`config.mk`:
```
export PLATFORM = sky130hd
export DESIGN_NAME = index
export DESIGN_NICKNAME = d
export VERILOG_FILES = /design/src/rtl/index_pkg.sv /design/src/rtl/index_nibble_mux.sv /design/src/rtl/index.sv
export SDC_FILE = /design/constraint.sdc
export NUM_CORES = 1
export LEC_CHECK = 0
export ABC_AREA = 1
export ABC_CLOCK_PERIOD_IN_PS = 1100
export BUFFER_PORTS_ARGS = -buffer_cell sky130_fd_sc_hd__buf_2
export CORE_MARGIN = 2
export CORE_UTILIZATION = 42
export CTS_CLUSTER_SIZE = 28
export DETAILED_ROUTE_END_ITERATION = 8
export PLACE_DENSITY = 0.78
export SLEW_MARGIN = 20
export SYNTH_ARGS = -nofsm -noshare
export SYNTH_HDL_FRONTEND = slang
export SYNTH_HIERARCHICAL = 1
export SYNTH_SLANG_ARGS = --single-unit
```
`constraint.sdc`:
```
create_clock -name clk -period 1.1 [get_ports clk]
set_clock_uncertainty 0.2 [all_clocks]
set_input_delay 0.22 -clock clk [delete_from_list [all_inputs] [get_ports clk]]
set_output_delay 0.22 -clock clk [all_outputs]
set_load 0.005 [all_outputs]
```
`src/rtl/index_pkg.sv`:
```
// Shared widths and lane types for the nibble splitter.
package index_pkg;

    localparam int NIB_W   = 4;
    localparam int NUM_NIB = 4;
    localparam int WORD_W  = NIB_W * NUM_NIB;

    typedef logic [NIB_W-1:0] nibble_t;
    typedef logic [1:0]       nib_idx_t;

    // Extract lane k (least significant lane is 0) from a word.
    function automatic nibble_t get_nib(input logic [WORD_W-1:0] word, input nib_idx_t k);
        get_nib = word[NIB_W*k +: NIB_W];
    endfunction

endpackage

```
`src/rtl/index_nibble_mux.sv`:
```
// 4:1 lane select over a 16-bit word, reusable by per-digit logic.
module nibble_mux
    import index_pkg::*;
(
    input  logic [WORD_W-1:0] word_i,
    input  nib_idx_t          sel_i,
    output nibble_t           nib_o
);

    // Pick the lane addressed by sel_i.
    always_comb begin
        nib_o = 4'h0;
        case (sel_i)
            2'd0:    nib_o = word_i[3:0];
            2'd1:    nib_o = word_i[7:4];
            2'd2:    nib_o = word_i[11:8];
            2'd3:    nib_o = word_i[15:12];
            default: nib_o = 4'h0;
        endcase
    end

endmodule

```
`src/rtl/index.sv`:
```
// Nibble splitter: combinational lane outputs, lane select, lowest-nonzero
// lane locator and a registered snapshot of the input word.
module index
    import index_pkg::*;
(
    input  logic              clk,
    input  logic              rst,
    input  logic [WORD_W-1:0] in,
    input  logic              load,
    input  nib_idx_t          sel,
    output nibble_t           out0,
    output nibble_t           out1,
    output nibble_t           out2,
    output nibble_t           out3,
    output nibble_t           out_sel,
    output logic              any_nz,
    output nib_idx_t          first_nz,
    output logic [WORD_W-1:0] q,
    output logic              q_valid
);

    logic [NUM_NIB-1:0] lane_nz_s;
    logic [WORD_W-1:0]  snap_q;
    logic [WORD_W-1:0]  snap_d;
    logic               valid_q;
    logic               valid_d;

    // Lanes are plain wiring; they never depend on clock, reset or load.
    assign out0 = get_nib(in, 2'd0);
    assign out1 = get_nib(in, 2'd1);
    assign out2 = get_nib(in, 2'd2);
    assign out3 = get_nib(in, 2'd3);

    nibble_mux u_sel_mux (
        .word_i (in),
        .sel_i  (sel),
        .nib_o  (out_sel)
    );

    assign lane_nz_s[0] = |out0;
    assign lane_nz_s[1] = |out1;
    assign lane_nz_s[2] = |out2;
    assign lane_nz_s[3] = |out3;
    assign any_nz       = |lane_nz_s;

    // Priority encode the nonzero lanes, lane 0 first; an all-zero word reports 0.
    always_comb begin
        first_nz = 2'd0;
        if (lane_nz_s[0]) begin
            first_nz = 2'd0;
        end else if (lane_nz_s[1]) begin
            first_nz = 2'd1;
        end else if (lane_nz_s[2]) begin
            first_nz = 2'd2;
        end else if (lane_nz_s[3]) begin
            first_nz = 2'd3;
        end else begin
            first_nz = 2'd0;
        end
    end

    // Next snapshot state: capture on load, otherwise hold.
    always_comb begin
        snap_d  = snap_q;
        valid_d = valid_q;
        if (load) begin
            snap_d  = in;
            valid_d = 1'b1;
        end else begin
            snap_d  = snap_q;
            valid_d = valid_q;
        end
    end

    // Snapshot registers; reset takes priority over a simultaneous load.
    always_ff @(posedge clk) begin
        if (rst) begin
            snap_q  <= 16'h0000;
            valid_q <= 1'b0;
        end else begin
            snap_q  <= snap_d;
            valid_q <= valid_d;
        end
    end

    assign q       = snap_q;
    assign q_valid = valid_q;

endmodule

```
==> impl_metrics.csv, run 1 <==
group,metric,value,unit
status,status,"finished, violations left",
synthesis,synthCells,133,
worst_setup_path,crit_path_max_incr_delay,0.23,ns
placed_design,place.gp.congestion,0.863,
layout,fillCellCount,128,
grt,grt_pass1_vias,1206,
timing,holdWs,0.0538,ns
clock_network,htreeDepth,1,
synthesis,ys_ff_latch,17,
layout,syn2layout_area_growth,77.9,%
worst_setup_path,cp_slowest_cell,"nor2_1",
pwr,sequentialPowerShare,43.3,%
layout,finish.utilization,80.0,%
synthesis,synth_top_cell_by_area,"dfxtp_1",
timing,rsz0062_at_grt,"true",
clock_network,hold_buffers,0,
worst_hold_path,hold_path.class,"in -> reg",
pwr,swShare,30.8,%
grt,grt_max_degree,27,
grt,antenna_found_initial,0,
worst_setup_path,arrival,1.00,ns
floorplanning,die_h,53.1,µm
clock_network,cts_tree,"done",
worst_setup_path,cp_common_cell,"buf_2",
worst_setup_path,cp_num_buf_inv,2,
drt,wl,4.00,mm
floorplanning,row_count,17,
pwr,p_comb_share,35.0,%
worst_setup_path,crit_required,0.68,ns
synthesis,yosys_warnings,6,
grt,grt_overflow,0,
timing,fin_crit,1.42,ns
pwr,ir_worst_vdd,724,µV
synthesis,synth_nets,154,
placed_design,dp_hpwl,2.16,mm
pwr,switchingPower,0.485,mW
timing,timing.final.crit_share,129,%
drt,remaining_drc_errors,0,
clock_network,insertion_delay,0.29,ns
timing,slew_viol_final,0,
timing,slew_headroom,63.7,%
synthesis,synth_top_area_share,33.6,%
worst_setup_path,cp-end-kind,"output pin",
pwr,cellPowerDensity,875,nW/µm²
floorplanning,die_w,53.1,µm
layout,fin_nets,232,
pwr,leakage,0.881,nW
status,violations,"setup timing",
drt,drt_first_iter_violations,28,
timing,timing.fmax,704,MHz
floorplanning,start_util,45.0,%
worst_setup_path,crit_path_max_fanout,2,
drt,first_pass_iters,4,
clock_network,cts_root_buffer,"clkbuf_4",
drt,viasPerCell,5.27,
clock_network,clk_path_buf_depth,2,
grt,groute.usage.overall,28.7,%
synthesis,yosys-top-cells-area,"dfxtp_1 34%, buf_4 12%, nand2_1 10%",
layout,n_antenna_cell,0,
synthesis,synth_cell_type_count,14,
drt,vias,1255,
grt,grt_pass1_wl,5.71,mm
placed_design,io_buffers,60,
worst_setup_path,critPathKind,"in -> out",
pwr,internal_power,1.09,mW
layout,drive_gt1_share,78.6,%
timing,setup_violations,24,
floorplanning,io_pins,61,
clock_network,clkSinkCount,17,
timing,worst_slack,-0.320,ns
drt,ant_nets,0,
synthesis,syn_area_per_cell,7.62,µm²
synthesis,seq_area_frac_synth,33.6,%
pwr,clkPwrFrac,21.7,%
floorplanning,die-area,2820,µm²
clock_network,numCtsBuffers,3,
drt,wl_per_cell,16.8,µm
layout,final_cells,238,
floorplanning,core_area,2250,µm²
timing,fin_tns_setup,-2.28,ns
timing,worstMarginPinSlew,0.544,ns
timing,timing_hold_violations_final,0,
synthesis,syn_area,1010,µm²
placed_design,placed_cells,223,
worst_setup_path,cp-start-kind,"input pin",
flow_run,maxCapViolations,0,
worst_setup_path,critPathTopFamily,"simple AND/OR/NAND/NOR gates",
worst_setup_path,path_cells,"buf_2, nor2_1, nand2_1, a21oi_2, buf_2",
clock_network,clkSlewWorstSetupHoldPaths,0.09,ns
power groups by stage:
stage / clock network, mW / registers [mW] / logic, mW
3_5_place_dp: 0 / 0.686 / 0.371
5_1_grt: 0.397 / 0.687 / 0.582
3_3_place_gp: 0 / 0.686 / 0.360
4_1_cts: 0.353 / 0.680 / 0.484
6_report: 0.343 / 0.683 / 0.552
2_1_floorplan: 0 / 0.691 / 0.211
worst register-to-register path, stage by stage (launching register included):
cell      delay [ns]
dfxtp_2         0.33
buf_4           0.12
nor2_1          0.10
a211oi_2        0.05
layout make-up:
type	instances	area, µm²	area share (%)
repair buffers	96	778	43.2
multi-input cells	81	548	30.4
flip-flops and latches	17	362	20.1
inverters	12	52.6	2.91
well taps	28	35.0	1.94
clock buffers	3	22.5	1.25
clock inverters	1	5.00	0.278
stage by stage:
stage               setup WS, ns  area [µm²]  total power, mW
floorplan                 0.0134        1010            0.902
global placement          -0.266        1330             1.05
detailed placement        -0.302        1330             1.06
CTS                       -0.205        1680             1.52
global route              -0.386        1800             1.67
finish                    -0.320        1800             1.58
cells in the mapped netlist:
cell type / instances
inv_2: 3
buf_12: 1
nor2_1: 17
a21oi_1: 9
buf_4: 16
nand2_1: 28
a211oi_2: 8
nor2_4: 1
nand4_1: 4
nor3_1: 1
nand3_1: 13
inv_1: 9
buf_6: 6
dfxtp_1: 17
registers in the layout (all words and copies together) (netlist names):
register and cells:
q 16, q_valid 1
cell families after synthesis:
| logic type | after synthesis | share of synthesized area, % |
|---|---|---|
| AOI/OAI and AO/OA | 17 | 14.3 |
| buffers and inverters | 35 | 24.9 |
| DFF | 17 | 33.6 |
| and+or+nand+nor | 64 | 27.2 |
final timing paths:
kind	from	end	slack, ns	cells after the start
setup / recovery	in[2]	first_nz[0]	-0.32	5
hold / removal	in[8]	q[8]	0.05	4
setup reg to reg	q[8]	q[8]	0.17	3
hold reg to reg	q[14]	q[14]	0.27	2
what timing repair did:
item	4_1_cts	5_1_grt
gates resized for setup	77	21
setup buffers	7	3
pin swaps	20	10
gates cloned	1	0
setup endpoints to repair	24	24
placed cells by master, fill, tap and decap left out, types with 2 or more instances in the layout:
cell type,n
buf_12,3
buf_6,24
buf_4,24
dfxtp_2,17
inv_4,3
nor2_4,4
a21oi_1,8
buf_8,2
nand3_2,12
a211oi_2,8
nand4_1,4
clkbuf_4,3
nand2_1,20
nor2_1,12
buf_2,42
inv_2,9
nand2_2,7
nor2_2,2
routing by layer:
metal | vias up | track usage [%] | routed length (µm)
li1 | 573 | - | -
met1 | 579 | 33.5 | 1540
met2 | 86 | 47.3 | 1990
met3 | 17 | 6.78 | 294
met4 | 0 | 17.1 | 174
met5 | - | 0 | 0
No activity file was read; power rests on OpenSTA's default activity.
==> inputs of run 2 (changes only) <==
--- a/config.mk
+++ b/config.mk
@@ -6,13 +6,12 @@
 export NUM_CORES = 1
 export LEC_CHECK = 0
 export ABC_AREA = 1
-export ABC_CLOCK_PERIOD_IN_PS = 1100
+export ABC_CLOCK_PERIOD_IN_PS = 1550
 export BUFFER_PORTS_ARGS = -buffer_cell sky130_fd_sc_hd__buf_2
 export CORE_MARGIN = 2
-export CORE_UTILIZATION = 42
+export CORE_UTILIZATION = 25
 export CTS_CLUSTER_SIZE = 28
 export DETAILED_ROUTE_END_ITERATION = 8
-export PLACE_DENSITY = 0.78
 export SLEW_MARGIN = 20
 export SYNTH_ARGS = -nofsm -noshare
 export SYNTH_HDL_FRONTEND = slang
==> constraint.sdc (replaced) <==
create_clock -name clk -period 1.55 [get_ports clk]
set_clock_uncertainty 0.2 [all_clocks]
set_input_delay 0.31 -clock clk [delete_from_list [all_inputs] [get_ports clk]]
set_output_delay 0.31 -clock clk [all_outputs]
set_load 0.005 [all_outputs]
==> run 2 against run 1 <==
The flow now finishes without violations. Combinational power down 49%. Clock power down 3%. Global-route usage down 15 points. Setup slack better by 0.36 ns.
==> impl_metrics.csv, run 2 (synthesis results as in run 1) <==
group,metric,value,unit
status,status,"completed",
drt,remaining_drc_errors,0,
worst_hold_path,hold_path.class,"in -> reg",
drt,drt_first_iter_violations,33,
clock_network,clk_path_buf_depth,2,
floorplanning,start_util,25.7,%
clock_network,cts_root_buffer,"clkbuf_8",
layout,fin_area,1470,µm²
placed_design,place_ws,-0.0608,ns
timing,worstMarginPinSlew,0.412,ns
clock_network,cts_tree,"done",
worst_setup_path,arrival,1.00,ns
floorplanning,io_pins,61,
timing,worst_slack,0.0381,ns
worst_hold_path,hp-start,"in[8]",
timing,slew_viol_final,0,
grt,grt_pass1_vias,969,
layout,fin_nets,217,
clock_network,clkSlewWorstSetupHoldPaths,0.07,ns
drt,ant_nets,0,
worst_setup_path,reg2reg_depth,2,
worst_setup_path,r2r-end,"q[7]",
grt,grt_pass1_wl,4.46,mm
layout,final_cells,245,
floorplanning,core_area,3940,µm²
timing,fin_crit,1.51,ns
pwr,ir_worst_vdd,250,µV
placed_design,placed_cells,240,
worst_hold_path,min_to,"q[8]",
floorplanning,die_w,67.7,µm
clock_network,insertion_delay,0.24,ns
worst_setup_path,crit_path_max_fanout,2,
clock_network,hold_buffers,0,
timing,timing.fmax,661,MHz
worst_setup_path,cp-end-kind,"output pin",
layout,largest_reg_flops,16,
grt,antenna_found_initial,0,
layout,multi_input_area,473,µm²
layout,n_antenna_cell,0,
layout,syn2layout_area_growth,44.6,%
layout,layout_common_cells,"56 x buf_2, 23 x nand2_1, 20 x buf_4",
drt,wl_per_cell,11.8,µm
placed_design,io_buffers,60,
timing,timing.final.crit_share,97.5,%
worst_setup_path,critPathKind,"in -> out",
drt,first_pass_iters,4,
worst_setup_path,crit_required,1.04,ns
worst_hold_path,hold_path_depth,3,
grt,grt_max_degree,18,
timing,timing_hold_violations_final,0,
layout,fillCellCount,436,
flow_run,maxCapViolations,0,
placed_design,place.gp.congestion,0.800,
clock_network,htreeDepth,1,
pwr,leakage,0.738,nW
drt,viasPerCell,4.24,
clock_network,numCtsBuffers,3,
timing,holdWs,0.126,ns
clock_network,clkSinkCount,17,
floorplanning,row_count,23,
floorplanning,die-area,4580,µm²
worst_setup_path,r2r_slack,0.74,ns
layout,final_common_cell,"buf_2",
timing,rsz0062_at_grt,"true",
drt,vias,1038,
timing,setup_violations,0,
grt,grt_overflow,0,
placed_design,dpl_cell_area,1330,µm²
worst_setup_path,cp-start-kind,"input pin",
worst_setup_path,r2r_start,"q[7]",
layout,drive_gt1_share,57.9,%
pwr,cellPowerDensity,744,nW/µm²
layout,seq_area,340,µm²
grt,groute.usage.overall,13.2,%
timing,slew_headroom,72.5,%
drt,wl,2.89,mm
placed_design,dp_hpwl,2.27,mm
floorplanning,die_h,67.7,µm
run 2: repair_timing:
item | in CTS | in global routing
buffers inserted | 0 | 1
setup endpoints to repair | 2 | 3
cloned | 0 | 0
gates resized for setup | 3 | 24
pin swaps | 1 | 6
run 2: area by class of cell:
| cell class | count | share of cell area, % |
|---|---|---|
| timing repair buffer | 81 | 34.1 |
| multi-input combinational | 81 | 32.3 |
| inverter | 12 | 3.07 |
| tap | 50 | 4.27 |
| sequential | 17 | 23.2 |
| clock buffer | 4 | 3.07 |
run 2: routing by layer:
metal  GRT usage [%]  vias up  wire length (µm)
li1                -      536                 -
met1            16.1      472              1250
met2            21.9       28              1400
met3            4.50        2               222
met4            4.08        0                18
met5               0        -                 0
run 2: stage by stage:
stage / utilization (%) / TNS, ns / power [mW]
after floorplan: - / 0 / 0.640
after global placement: 33.8 / -0.0674 / 0.747
after detailed placement: 33.8 / -0.118 / 0.749
after CTS: 35.2 / 0 / 1.09
after global routing: 37.2 / -0.0333 / 1.16
final: 37.2 / 0 / 1.09
run 2: critical path: stages:
cell and delay, ns:
buf_2 0.11, nor2_2 0.11, nand2_2 0.07, nor3_4 0.22, nand2_1 0.06, buf_2 0.12
run 2: report_power, final:
part           switching [mW]  internal [mW]  total, mW
Combinational           0.142          0.139      0.281
Sequential             0.0123          0.464      0.477
Clock                   0.150          0.182      0.333
Total                   0.305          0.786       1.09
run 2: worst max-delay path by stage:
stage | cells after the start | to | slack (ns) | from
floorplan | 5 | first_nz[1] | 0.28 | in[4]
global placement | 6 | any_nz | -0.04 | in[8]
detailed placement | 7 | first_nz[1] | -0.06 | in[4]
CTS | 7 | first_nz[1] | 0.0007 | in[6]
global route | 6 | any_nz | -0.03 | in[13]
finish | 6 | any_nz | 0.04 | in[13]
